[src/rtl/ir_a2d_sched_pkg.sv]
// Shared types and constants for the IR line-sensor A2D scheduler.
// Pair table maps each emitter group to its channels, weight and enable.
package ir_a2d_sched_pkg;

  localparam int SETTLE_CYC_DEF = 4096;
  localparam int GAP_CYC_DEF    = 32;

  typedef enum logic [2:0] {
    IDLE,
    SETTLE,
    CNV_A,
    GAP,
    CNV_B,
    NEXT
  } state_e;

  typedef enum logic [1:0] {
    P_IN,
    P_MID,
    P_OUT
  } pair_e;

  localparam logic [2:0] CH_IN_A  = 3'd1;
  localparam logic [2:0] CH_IN_B  = 3'd0;
  localparam logic [2:0] CH_MID_A = 3'd4;
  localparam logic [2:0] CH_MID_B = 3'd2;
  localparam logic [2:0] CH_OUT_A = 3'd3;
  localparam logic [2:0] CH_OUT_B = 3'd7;

  localparam logic [2:0] W_IN  = 3'd1;
  localparam logic [2:0] W_MID = 3'd2;
  localparam logic [2:0] W_OUT = 3'd4;

  // en bit order is {out, mid, in}
  typedef struct packed {
    logic [2:0] ch_a;
    logic [2:0] ch_b;
    logic [2:0] wt;
    logic [2:0] en;
  } pair_cfg_t;

  function automatic pair_cfg_t pair_cfg(pair_e p);
    pair_cfg_t c;
    unique case (p)
      P_MID:   c = '{CH_MID_A, CH_MID_B, W_MID, 3'b010};
      P_OUT:   c = '{CH_OUT_A, CH_OUT_B, W_OUT, 3'b100};
      default: c = '{CH_IN_A, CH_IN_B, W_IN, 3'b001};
    endcase
    return c;
  endfunction

  function automatic logic [15:0] scale(logic [11:0] r,
                                        logic [2:0] w);
    return 16'(r) * 16'(w);
  endfunction

endpackage

[src/rtl/ir_a2d_sched_timer.sv]
// Loadable down-counter; done is high whenever the count is zero.
// Loading N-1 yields exactly N cycles before done is seen.
module ir_timer #(
  parameter int W = 13
) (
  input  logic         clk,
  input  logic         rst_n,
  input  logic         ld_i,
  input  logic [W-1:0] ld_val_i,
  output logic         done_o
);

  logic [W-1:0] cnt_q;

  always_ff @(posedge clk or negedge rst_n) begin
    if (!rst_n) begin
      cnt_q <= '0;
    end else if (ld_i) begin
      cnt_q <= ld_val_i;
    end else if (cnt_q != '0) begin
      cnt_q <= cnt_q - W'(1);
    end
  end

  assign done_o = (cnt_q == '0);

endmodule

[src/rtl/ir_a2d_sched.sv]
// Sequences IR emitter pairs through the A2D and accumulates a
// weighted left-minus-right line-position error once per round.
module ir_a2d_sched
  import ir_a2d_sched_pkg::*;
#(
  parameter int SETTLE_CYC = SETTLE_CYC_DEF,
  parameter int GAP_CYC    = GAP_CYC_DEF
) (
  input  logic        clk,
  input  logic        rst_n,
  input  logic        go,
  input  logic        cnv_cmplt,
  input  logic [11:0] res,
  output logic        strt_cnv,
  output logic [2:0]  chnnl,
  output logic        IR_in_en,
  output logic        IR_mid_en,
  output logic        IR_out_en,
  output logic [15:0] error,
  output logic        err_vld
);

  localparam int TMAX =
    (SETTLE_CYC > GAP_CYC) ? SETTLE_CYC : GAP_CYC;
  localparam int TW = $clog2(TMAX + 1);

  state_e             state_q;
  pair_e              pair_q;
  logic signed [15:0] acc_q;
  logic [15:0]        err_q;
  logic               vld_q;
  logic               strt_q;
  logic [2:0]         chnnl_q;
  logic [2:0]         en_q;
  logic               abort_q;

  logic               tmr_ld;
  logic [TW-1:0]      tmr_val;
  logic               tmr_done;
  logic               abort;
  pair_cfg_t          cfg;
  pair_e              nxt;
  logic signed [15:0] scaled;

  assign cfg    = pair_cfg(pair_q);
  assign nxt    = (pair_q == P_IN) ? P_MID : P_OUT;
  assign scaled = $signed(scale(res, cfg.wt));
  // a go drop during a conversion is remembered until cnv_cmplt
  assign abort  = abort_q | ~go;

  always_comb begin
    tmr_ld  = 1'b0;
    tmr_val = TW'(SETTLE_CYC - 1);
    unique case (state_q)
      IDLE:  tmr_ld = go;
      NEXT:  tmr_ld = go && (pair_q != P_OUT);
      CNV_A: begin
        if (cnv_cmplt && !abort) begin
          tmr_ld  = 1'b1;
          tmr_val = TW'(GAP_CYC - 1);
        end
      end
      default: ;
    endcase
  end

  ir_timer #(.W(TW)) u_tmr (
    .clk      (clk),
    .rst_n    (rst_n),
    .ld_i     (tmr_ld),
    .ld_val_i (tmr_val),
    .done_o   (tmr_done)
  );

  always_ff @(posedge clk or negedge rst_n) begin
    if (!rst_n) begin
      state_q <= IDLE;
      pair_q  <= P_IN;
      acc_q   <= '0;
      err_q   <= '0;
      vld_q   <= 1'b0;
      strt_q  <= 1'b0;
      chnnl_q <= '0;
      en_q    <= '0;
      abort_q <= 1'b0;
    end else begin
      strt_q <= 1'b0;
      vld_q  <= 1'b0;
      unique case (state_q)
        IDLE: begin
          if (go) begin
            acc_q   <= '0;
            pair_q  <= P_IN;
            en_q    <= pair_cfg(P_IN).en;
            state_q <= SETTLE;
          end
        end
        SETTLE: begin
          if (!go) begin
            en_q    <= '0;
            state_q <= IDLE;
          end else if (tmr_done) begin
            strt_q  <= 1'b1;
            chnnl_q <= cfg.ch_a;
            state_q <= CNV_A;
          end
        end
        CNV_A: begin
          if (cnv_cmplt) begin
            abort_q <= 1'b0;
            if (abort) begin
              en_q    <= '0;
              state_q <= IDLE;
            end else begin
              acc_q   <= acc_q + scaled;
              state_q <= GAP;
            end
          end else begin
            abort_q <= abort;
          end
        end
        GAP: begin
          if (!go) begin
            en_q    <= '0;
            state_q <= IDLE;
          end else if (tmr_done) begin
            strt_q  <= 1'b1;
            chnnl_q <= cfg.ch_b;
            state_q <= CNV_B;
          end
        end
        CNV_B: begin
          if (cnv_cmplt) begin
            abort_q <= 1'b0;
            en_q    <= '0;
            if (abort) begin
              state_q <= IDLE;
            end else begin
              acc_q   <= acc_q - scaled;
              state_q <= NEXT;
            end
          end else begin
            abort_q <= abort;
          end
        end
        NEXT: begin
          if (!go) begin
            state_q <= IDLE;
          end else if (pair_q == P_OUT) begin
            err_q   <= acc_q;
            vld_q   <= 1'b1;
            state_q <= IDLE;
          end else begin
            pair_q  <= nxt;
            en_q    <= pair_cfg(nxt).en;
            state_q <= SETTLE;
          end
        end
        default: state_q <= IDLE;
      endcase
    end
  end

  assign strt_cnv  = strt_q;
  assign chnnl     = chnnl_q;
  assign IR_in_en  = en_q[0];
  assign IR_mid_en = en_q[1];
  assign IR_out_en = en_q[2];
  assign error     = err_q;
  assign err_vld   = vld_q;

endmodule
[config.mk]
export PLATFORM = sky130hd
export DESIGN_NAME = ir_a2d_sched
export DESIGN_NICKNAME = d
export VERILOG_FILES = /design/src/rtl/ir_a2d_sched_pkg.sv /design/src/rtl/ir_a2d_sched_timer.sv /design/src/rtl/ir_a2d_sched.sv
export SDC_FILE = /design/constraint.sdc
export NUM_CORES = 1
export LEC_CHECK = 0
export CORE_ASPECT_RATIO = 0.8
export CORE_UTILIZATION = 58
export DETAILED_ROUTE_END_ITERATION = 12
export PLACE_DENSITY = 0.8
export RECOVER_POWER = 100
export SLEW_MARGIN = 20
export SYNTH_ARGS = -nofsm -noshare
export SYNTH_HDL_FRONTEND = slang
export SYNTH_SLANG_ARGS = --single-unit
[constraint.sdc]
create_clock -name clk -period 9.77 [get_ports clk]
set_input_delay 2.4425 -clock clk [delete_from_list [all_inputs] [get_ports clk]]
set_output_delay 2.4425 -clock clk [all_outputs]
set_load 0.1 [all_outputs]
Yosys cells after proc, flatten, opt, wreduce, memory -nomap -nowiden
Index checks and enable logic that the tools add are counted.
W data, S select, Z words.

storage, ports and cells
  bits of input ports = 16
  logic and storage cells = 111
  flip-flop bits (word level) = 59

cells by class
  reduce and logical (&&, ||, !) cells = 20
  bitwise gates (word level) = 2
  multiplexer cells = 50
  add/subtract/negate cells = 3
  multiply operators = 1
  equal/unequal tests = 25

operators with widths
  kind                     number
  $mux W16                 5
  $mux W3                  18
  $pmux W16 S3             1
  $ne A2 B2 Y1 const B     14
  $mux W13                 2
  $mux W12                 2
  $pmux W12 S2             1
  $pmux W3 S6              1
  $add A16 B16 Y16         1
  $sub A16 B16 Y16         1
  $mul A12 B3 Y15          1
  $pmux W3 S5              1
  $logic_not A13 Y1        1
  $reduce_bool A13 Y1      1
  $sub A13 B1 Y13 const B  1
  $pmux W3 S2              2
  $mux W1                  10
  $mux W2                  5
  $reduce_and A5 Y1        2
  $reduce_and A8 Y1        1
  $eq A3 B2 Y1 const B     2
  $eq A3 B3 Y1 const B     2
  $ne A3 B3 Y1 const B     2
  $reduce_and A6 Y1        1
  other kinds (17)         23

Logic depth before layout (Yosys ltp)
Gate-level depths: netlist of run 1.

  word-level depth = 7
  mapped depth = 23
  depth with buffers taken out = 22

Cells and area by module
A second synthesis of run 1 with hierarchy kept.

second synthesis, totals
  cell total of the unflattened synthesis = 548
  area total of the unflattened synthesis = 4,830.9 µm²

modules (own cells, without submodules)
  module        area each (µm²)  times used  cells each
  ir_a2d_sched  4,063.9          1           466
  ir_timer      767.0            1           82

Worst setup path before layout of run 1
No wires, ideal clock.

  path kind = input-to-reg
  from = input res[0]
  to = register acc_q[15]
  slack = 2,768 ps
  stages = 19
  arrival = 6,874 ps
  data required time = 9,643 ps
  cell sequence = and2_1 fa_1 ha_1 inv_1 fa_1 nand2b_1 a211o_1 o311ai_0 o31ai_1 xor2_1 ha_1 and3_1 and3_1 a221o_1 a31oi_1 o21ai_0 xnor2_1 a21oi_1 o22ai_1

between the ends
  cells in the longest elaborated chain, start to end = 5
  elaborated cells on any way between the ends = 8
  classes of those cells = add/sub: 2; mul: 1; mux: 5

ends and longest elaborated chain
  what                                                  RTL line                                  text
  from (decl)                                           ir_a2d_sched.sv:13                        input logic [11:0] res,
  $mul A12 B3 Y15 (*)                                   ir_a2d_sched_pkg.sv:54                    return 16'(r) * 16'(w);
  $sub A16 B16 Y16 or $add A16 B16 Y16 (tied branches)  ir_a2d_sched.sv:139, ir_a2d_sched.sv:115
  $mux W16 (on tied branches)                           ir_a2d_sched.sv:136, ir_a2d_sched.sv:111
  $mux W16 (on tied branches)                           ir_a2d_sched.sv:133, ir_a2d_sched.sv:109
  $pmux W16 S3 (*)                                      ir_a2d_sched.sv:89                        unique case (state_q)
  to (signal assigned)                                  ir_a2d_sched.sv:115                       acc_q <= acc_q + scaled;
  to (signal assigned)                                  ir_a2d_sched.sv:139                       acc_q <= acc_q - scaled;
  to (decl)                                             ir_a2d_sched.sv:29                        logic signed [15:0] acc_q;

Every way passes the cells marked *; elsewhere a longest branch is shown, timed or not. The select of a mux whose other input is x is not followed.
A chain may end at the register's enable or synchronous reset.

Final worst setup path of run 1
Ends and elaborated chain as after synthesis.

==> flow_summary.ini, run 1 <==
[timing]
worst_slack_ns = 2.043
slew_viol_final = 60
skew_ns = 0.01457
period_share = 0.7909
hold_viol = 0
fin_crit_ns = 7.727
timing.fmax_ghz = 0.1294
finalSetupTns_ns = 0
rsz0062_at_grt = no
finalSetupViolCount = 0
slew_headroom = -1.023
hold-worst-slack_ns = 0.4689
worstMarginPinSlew_ns = 3.035

[floorplanning]
rows = 28
io_pins = 40
initial_utilization = 0.6154
die-area_um2 = 8394
die_h_um = 82.15
fp.dieW_um = 102.2
coreArea_um2 = 7567

[logic_synthesis]
synthArstFlopShare = 1.000
synth_fa_ha_area_frac = 0.1456
synth_top_family_by_area = simple AND/OR/NAND/NOR gates
synth-compound-area-share = 0.1650
ys_seq_area_frac = 0.3170
synth.area.top_cells = dfrtp_1 (32%), ha_1 (9.4%), nand2_1 (8.5%)
netlist_area_um2 = 4657
synthMuxAreaShare = 0.01343
synth-simple-area-share = 0.2397
synth_xor_area_frac = 0.07335
synth.distinct_cells = 53
synth_area_per_cell_um2 = 8.391
yosysWarnings = 0
ys_seq_elements = 59
synth_most_common_cell = nand2_1
syn-instance-count = 555
synth_top_area_cell = dfrtp_1
synth-edff-count = 0
synth.top_cell.area_share = 0.3170
ys.flop_type = dfrtp_1
synth_common_cells = nand2_1 (106), dfrtp_1 (59), inv_1 (38), ha_1 (35), o21ai_0 (34)
syn_nets = 618

[drt]
drc = 0
vias_per_cell = 5.562
drtPass1Iterations = 4
routed_wl_mm = 9.893
wl_per_cell_um = 14.15
drtIter0Drc = 169
vias = 3888
ant_nets = 0

[pwr]
powerDensity_nw_per_um2 = 214.5
p_leak_nw = 2.602
peakVddDrop_uv = 93.36
finalPower_mw = 1.144

[place]
io_buffer_count = 39
gp_congestion = 0.8804
hpwl_mm = 7.554
dp_slack_ns = 1.851
dp_cells = 683

[cts]
clk_path_buf_depth = 2
cts_made_buffers = 9
postCtsSetupRepairBufs = 0
clockRootBuffer = clkbuf_8
numClockSinks = 59
cts_hold_buf = 0
cts_tree = done
cts-resized-gates = 0
clk_latency_ns = 0.34
clk_pin_slew_ns = 0.07
htreeDepth = 3

[critical_path]
crit_fanout = 5
critPathSlowestCell = o311ai_0
cp_data_arrival_time_ns = 7.98
crit_family = compound AO/OA/AOI/OAI gates
path_cells = dlygate4sd3_1, and2_0, fa_1, ha_1, inv_1, fa_1, nand2b_1, a211o_1, o311ai_0, o31ai_1, xor2_1, ha_1, and3_1, and3_1, a221o_1, a31oi_1, o21ai_0, xnor2_1, a21oi_1, o22ai_1
max_stage_delay_ns = 0.77
cp-start-kind = input port
endpoint_kind = register
cp.required_ns = 10.03
path_class = input port to register
path_buf_inv = 2

[finish]
diodes = 0
layout-drive-gt1-share = 0.05219
final_cells = 699
fin_nets = 652
area_delta_synth_final_pct = 14.54

[global_route]
grt_overflow = 0
grt_first_pass_wirelength_mm = 17.17
grt_start_max_net_pins = 60
grtUsageTotal = 0.2644
grt_pass1_vias = 3747
antenna_found_initial = 0

[run_status]
violations = max-capacitance violations, max-slew violations
status = complete, but fails checks

[run]
maxCapViolCount = 1

[hold_path]
hold_class = register to register
==> tightest hold or removal path, cell delays in order, from the launching register on <==
cell     delay (ns)
dfrtp_1        0.34
nand2_1        0.05
nand2_1        0.05
==> through the flow <==
stage                       util  cell area (µm²)
after detailed placement  0.6763             5117
after global placement    0.6763             5117
after global routing      0.7049             5334
after CTS                 0.7059             5341
after floorplan                -             4657
final                     0.7049             5334
==> worst paths after layout <==
kind / from / endpoint / slack [ns] / depth (start not counted)
worst max register to register: pair_q[0] / acc_q[15] / 3.80 / 21
worst min register to register: error[13] / error[13] / 0.47 / 2
min in group asynchronous: rst_n / u_tmr.cnt_q[6] / 3.20 / 2
worst min-delay path: error[13] / error[13] / 0.47 / 2
worst max-delay path: res[0] / acc_q[15] / 2.04 / 20
max in group asynchronous: rst_n / u_tmr.cnt_q[0] / 4.87 / 2
==> kinds of logic (layout without fill, tap and decap cells) <==
group	Yosys count	in the layout
DFF	59	59
xor gates and xnor gates	39	39
buffers and inverters	56	95
muxes	6	6
and+or+nand+nor	231	231
adders and majority gates	47	47
AOI/OAI and AO/OA	117	117
==> cell usage in the layout, fill, tap and decap left out, types with 3 or more instances in the layout <==
cell type and n:
inv_1 38, o31ai_1 4, a22o_1 13, mux2i_1 4
dfrtp_1 59, or2_2 3, and3_1 5, nor2b_1 12
nor2_1 26, or3_1 4, o21ai_0 34, fa_1 12
dlygate4sd3_1 27, a31oi_1 3, o311ai_0 3, clkdlybuf4s50_1 11
a21oi_1 29, o21bai_1 3, nor3_1 13, nand2b_1 21
nor3b_1 3, xnor2_1 26, clkinv_4 3, nand3_1 12
clkbuf_8 9, and2_1 5, nand3b_1 4, ha_1 35
nor4_1 3, o21a_1 4, a21o_1 6, xor2_1 13
nand4_1 5, nand2_1 106
==> state kept, by name, indices dropped and copies added, names as in the netlist <==
signal,count
abort_q,1
acc_q,16
chnnl,3
en_q,3
err_vld,1
error,16
pair_q,2
state_q,3
strt_cnv,1
u_tmr.cnt_q,13
==> metal layers <==
metal,up-vias,part of all wire,GRT usage
met5,-,0,0
met4,0,0.013,0.08571
met3,10,0.039,0.05303
met2,76,0.46,0.4322
met1,1830,0.48,0.3542
li1,1972,-,-
==> cell type report <==
type | instances | area, µm²
Inverter | 38 | 142.6
Clock buffer | 9 | 123.9
Fill cell | 639 | 2233
Sequential cell | 59 | 1476
Clock inverter | 7 | 100.1
Tap cell | 105 | 131.4
Timing Repair Buffer | 41 | 392.9
Multi-Input combinational cell | 440 | 2967
==> where the power goes <==
group	internal (mW)	switching, mW
Sequential	0.295	0.0606
Combinational	0.229	0.305
Clock	0.145	0.110
Total	0.669	0.475
Power figures use the tool's default switching activity.
==> run 2: changes to the inputs <==
clock period = 7.7 ns   (was 9.77 ns; I/O delays follow)
==> flow_summary.ini, run 2 (synthesized netlist as in run 1, its figures left out) <==
[run_status]
status = complete, but fails checks
violations = max-capacitance violations, max-slew violations

[timing]
skew_ns = 0.006448
finalSetupViolCount = 0
finalSetupTns_ns = 0
fin_crit_ns = 6.974
timing.fmax_ghz = 0.1434
worstMarginPinSlew_ns = 3.027
rsz0062_at_grt = no
period_share = 0.9058
slew_viol_final = 60
slew_headroom = -1.018
hold_viol = 0

[floorplanning]
fp.dieW_um = 102.2
initial_utilization = 0.6154
io_pins = 40
rows = 28
die_h_um = 82.15
die-area_um2 = 8394
coreArea_um2 = 7567

[drt]
vias = 3913
drtIter0Drc = 232
drc = 0
routed_wl_mm = 9.834
drtPass1Iterations = 5
ant_nets = 0
vias_per_cell = 5.598
wl_per_cell_um = 14.07

[cts]
clk_latency_ns = 0.34
postCtsSetupRepairBufs = 0
htreeDepth = 3
clockRootBuffer = clkbuf_8
clk_pin_slew_ns = 0.07
cts-resized-gates = 0
numClockSinks = 59
cts_made_buffers = 9
cts_hold_buf = 0
clk_path_buf_depth = 2
cts_tree = done

[critical_path]
cp-start-kind = input port
cp_data_arrival_time_ns = 7.19
path_class = input port to register
max_stage_delay_ns = 0.64
crit_fanout = 5
critPathSlowestCell = fa_1
cp.required_ns = 7.92
endpoint_kind = register
path_cells = dlygate4sd3_1, nand2_1, fa_1, inv_1, ha_1, a211oi_1, o21bai_1, a2111o_1, a21o_1, and2_2, or3_1, nand2_1, xnor2_1, ha_1, and3_1, a221o_1, a31oi_1, o21ai_0, xnor2_1, a21oi_1, o22ai_1
path_buf_inv = 2
crit_family = compound AO/OA/AOI/OAI gates

[finish]
final_cells = 699
final_common_cell = nand2_1
layout-drive-gt1-share = 0.05051
fin_nets = 653
area_delta_synth_final_pct = 14.62
fin_area_um2 = 5338
num-fill-cells = 655
diodes = 0
regArea_um2 = 1476
multi_input_area_um2 = 2962
layout_common_cells = nand2_1 (106), dfrtp_1 (59), inv_1 (38), ha_1 (35), o21ai_0 (34)

[global_route]
grt_pass1_vias = 3647
grt_overflow = 0
antenna_found_initial = 0
grt_first_pass_wirelength_mm = 16.86
grtUsageTotal = 0.2595
grt_start_max_net_pins = 60

[hold_path]
hold_class = register to register

[place]
hpwl_mm = 7.417
dp_cells = 684
gp_congestion = 0.8938
placed_cell_area_um2 = 5125
io_buffer_count = 39

[run]
maxCapViolCount = 1

[pwr]
peakVddDrop_uv = 120.6
p_leak_nw = 2.608
powerDensity_nw_per_um2 = 273.6
finalPower_mw = 1.460
[run 2: worst register-to-register path, stage by stage (launching register included)]
cell and delay (ns):
dfrtp_1 0.39, inv_1 0.12, ha_1 0.46, nand2_1 0.15, fa_1 0.64, inv_1 0.07, ha_1 0.29, a211oi_1 0.36
o21bai_1 0.18, a2111o_1 0.45, a21o_1 0.18, and2_2 0.21, or3_1 0.40, nand2_1 0.10, xnor2_1 0.13, ha_1 0.30
and3_1 0.16, a221o_1 0.34, a31oi_1 0.24, o21ai_0 0.15, xnor2_1 0.16, a21oi_1 0.15, o22ai_1 0.11
[run 2: final cells by class]
type	instances	share of cell area
multi-input combinational	440	0.5549
sequential	59	0.2766
timing repair buffer	42	0.07501
clock buffer	11	0.02836
inverter	38	0.02672
tap	105	0.02461
clock inverter	4	0.01383
[run 2: where the power goes]
group | internal, mW | total [mW] | switching [mW]
clock network | 0.198 | 0.326 | 0.128
logic | 0.293 | 0.683 | 0.391
registers | 0.375 | 0.451 | 0.0764
[run 2: worst paths after layout]
kind | startpoint | end | slack [ns] | depth (start not counted)
min in group asynchronous | rst_n | u_tmr.cnt_q[6] | 2.66 | 2
setup / recovery | res[1] | acc_q[15] | 0.73 | 21
setup reg to reg | pair_q[0] | acc_q[15] | 1.85 | 22
max in group asynchronous | rst_n | u_tmr.cnt_q[2] | 3.32 | 2
hold / removal | error[14] | error[14] | 0.47 | 2
hold reg to reg | error[14] | error[14] | 0.47 | 2
[run 2: layer usage]
layer / track usage / vias to the layer above / part of all wire / wire length (µm)
met4: 0.06571 / 0 / 0.0081 / 80
met1: 0.3668 / 1841 / 0.50 / 4954
li1: - / 1977 / - / -
met2: 0.4121 / 88 / 0.44 / 4353
met3: 0.04882 / 7 / 0.045 / 445
met5: 0 / - / 0 / 0
[run 2: stage by stage]
step	setup WS (ns)	utilization	hold WS [ns]
6_report	0.7256	0.7054	0.4657
5_1_grt	0.3480	0.7054	0.4947
4_1_cts	0.9419	0.7070	0.4795
3_5_place_dp	0.5752	0.6772	0.4627
3_3_place_gp	0.6888	0.6772	0.4567
2_1_floorplan	1.216	-	0.4485
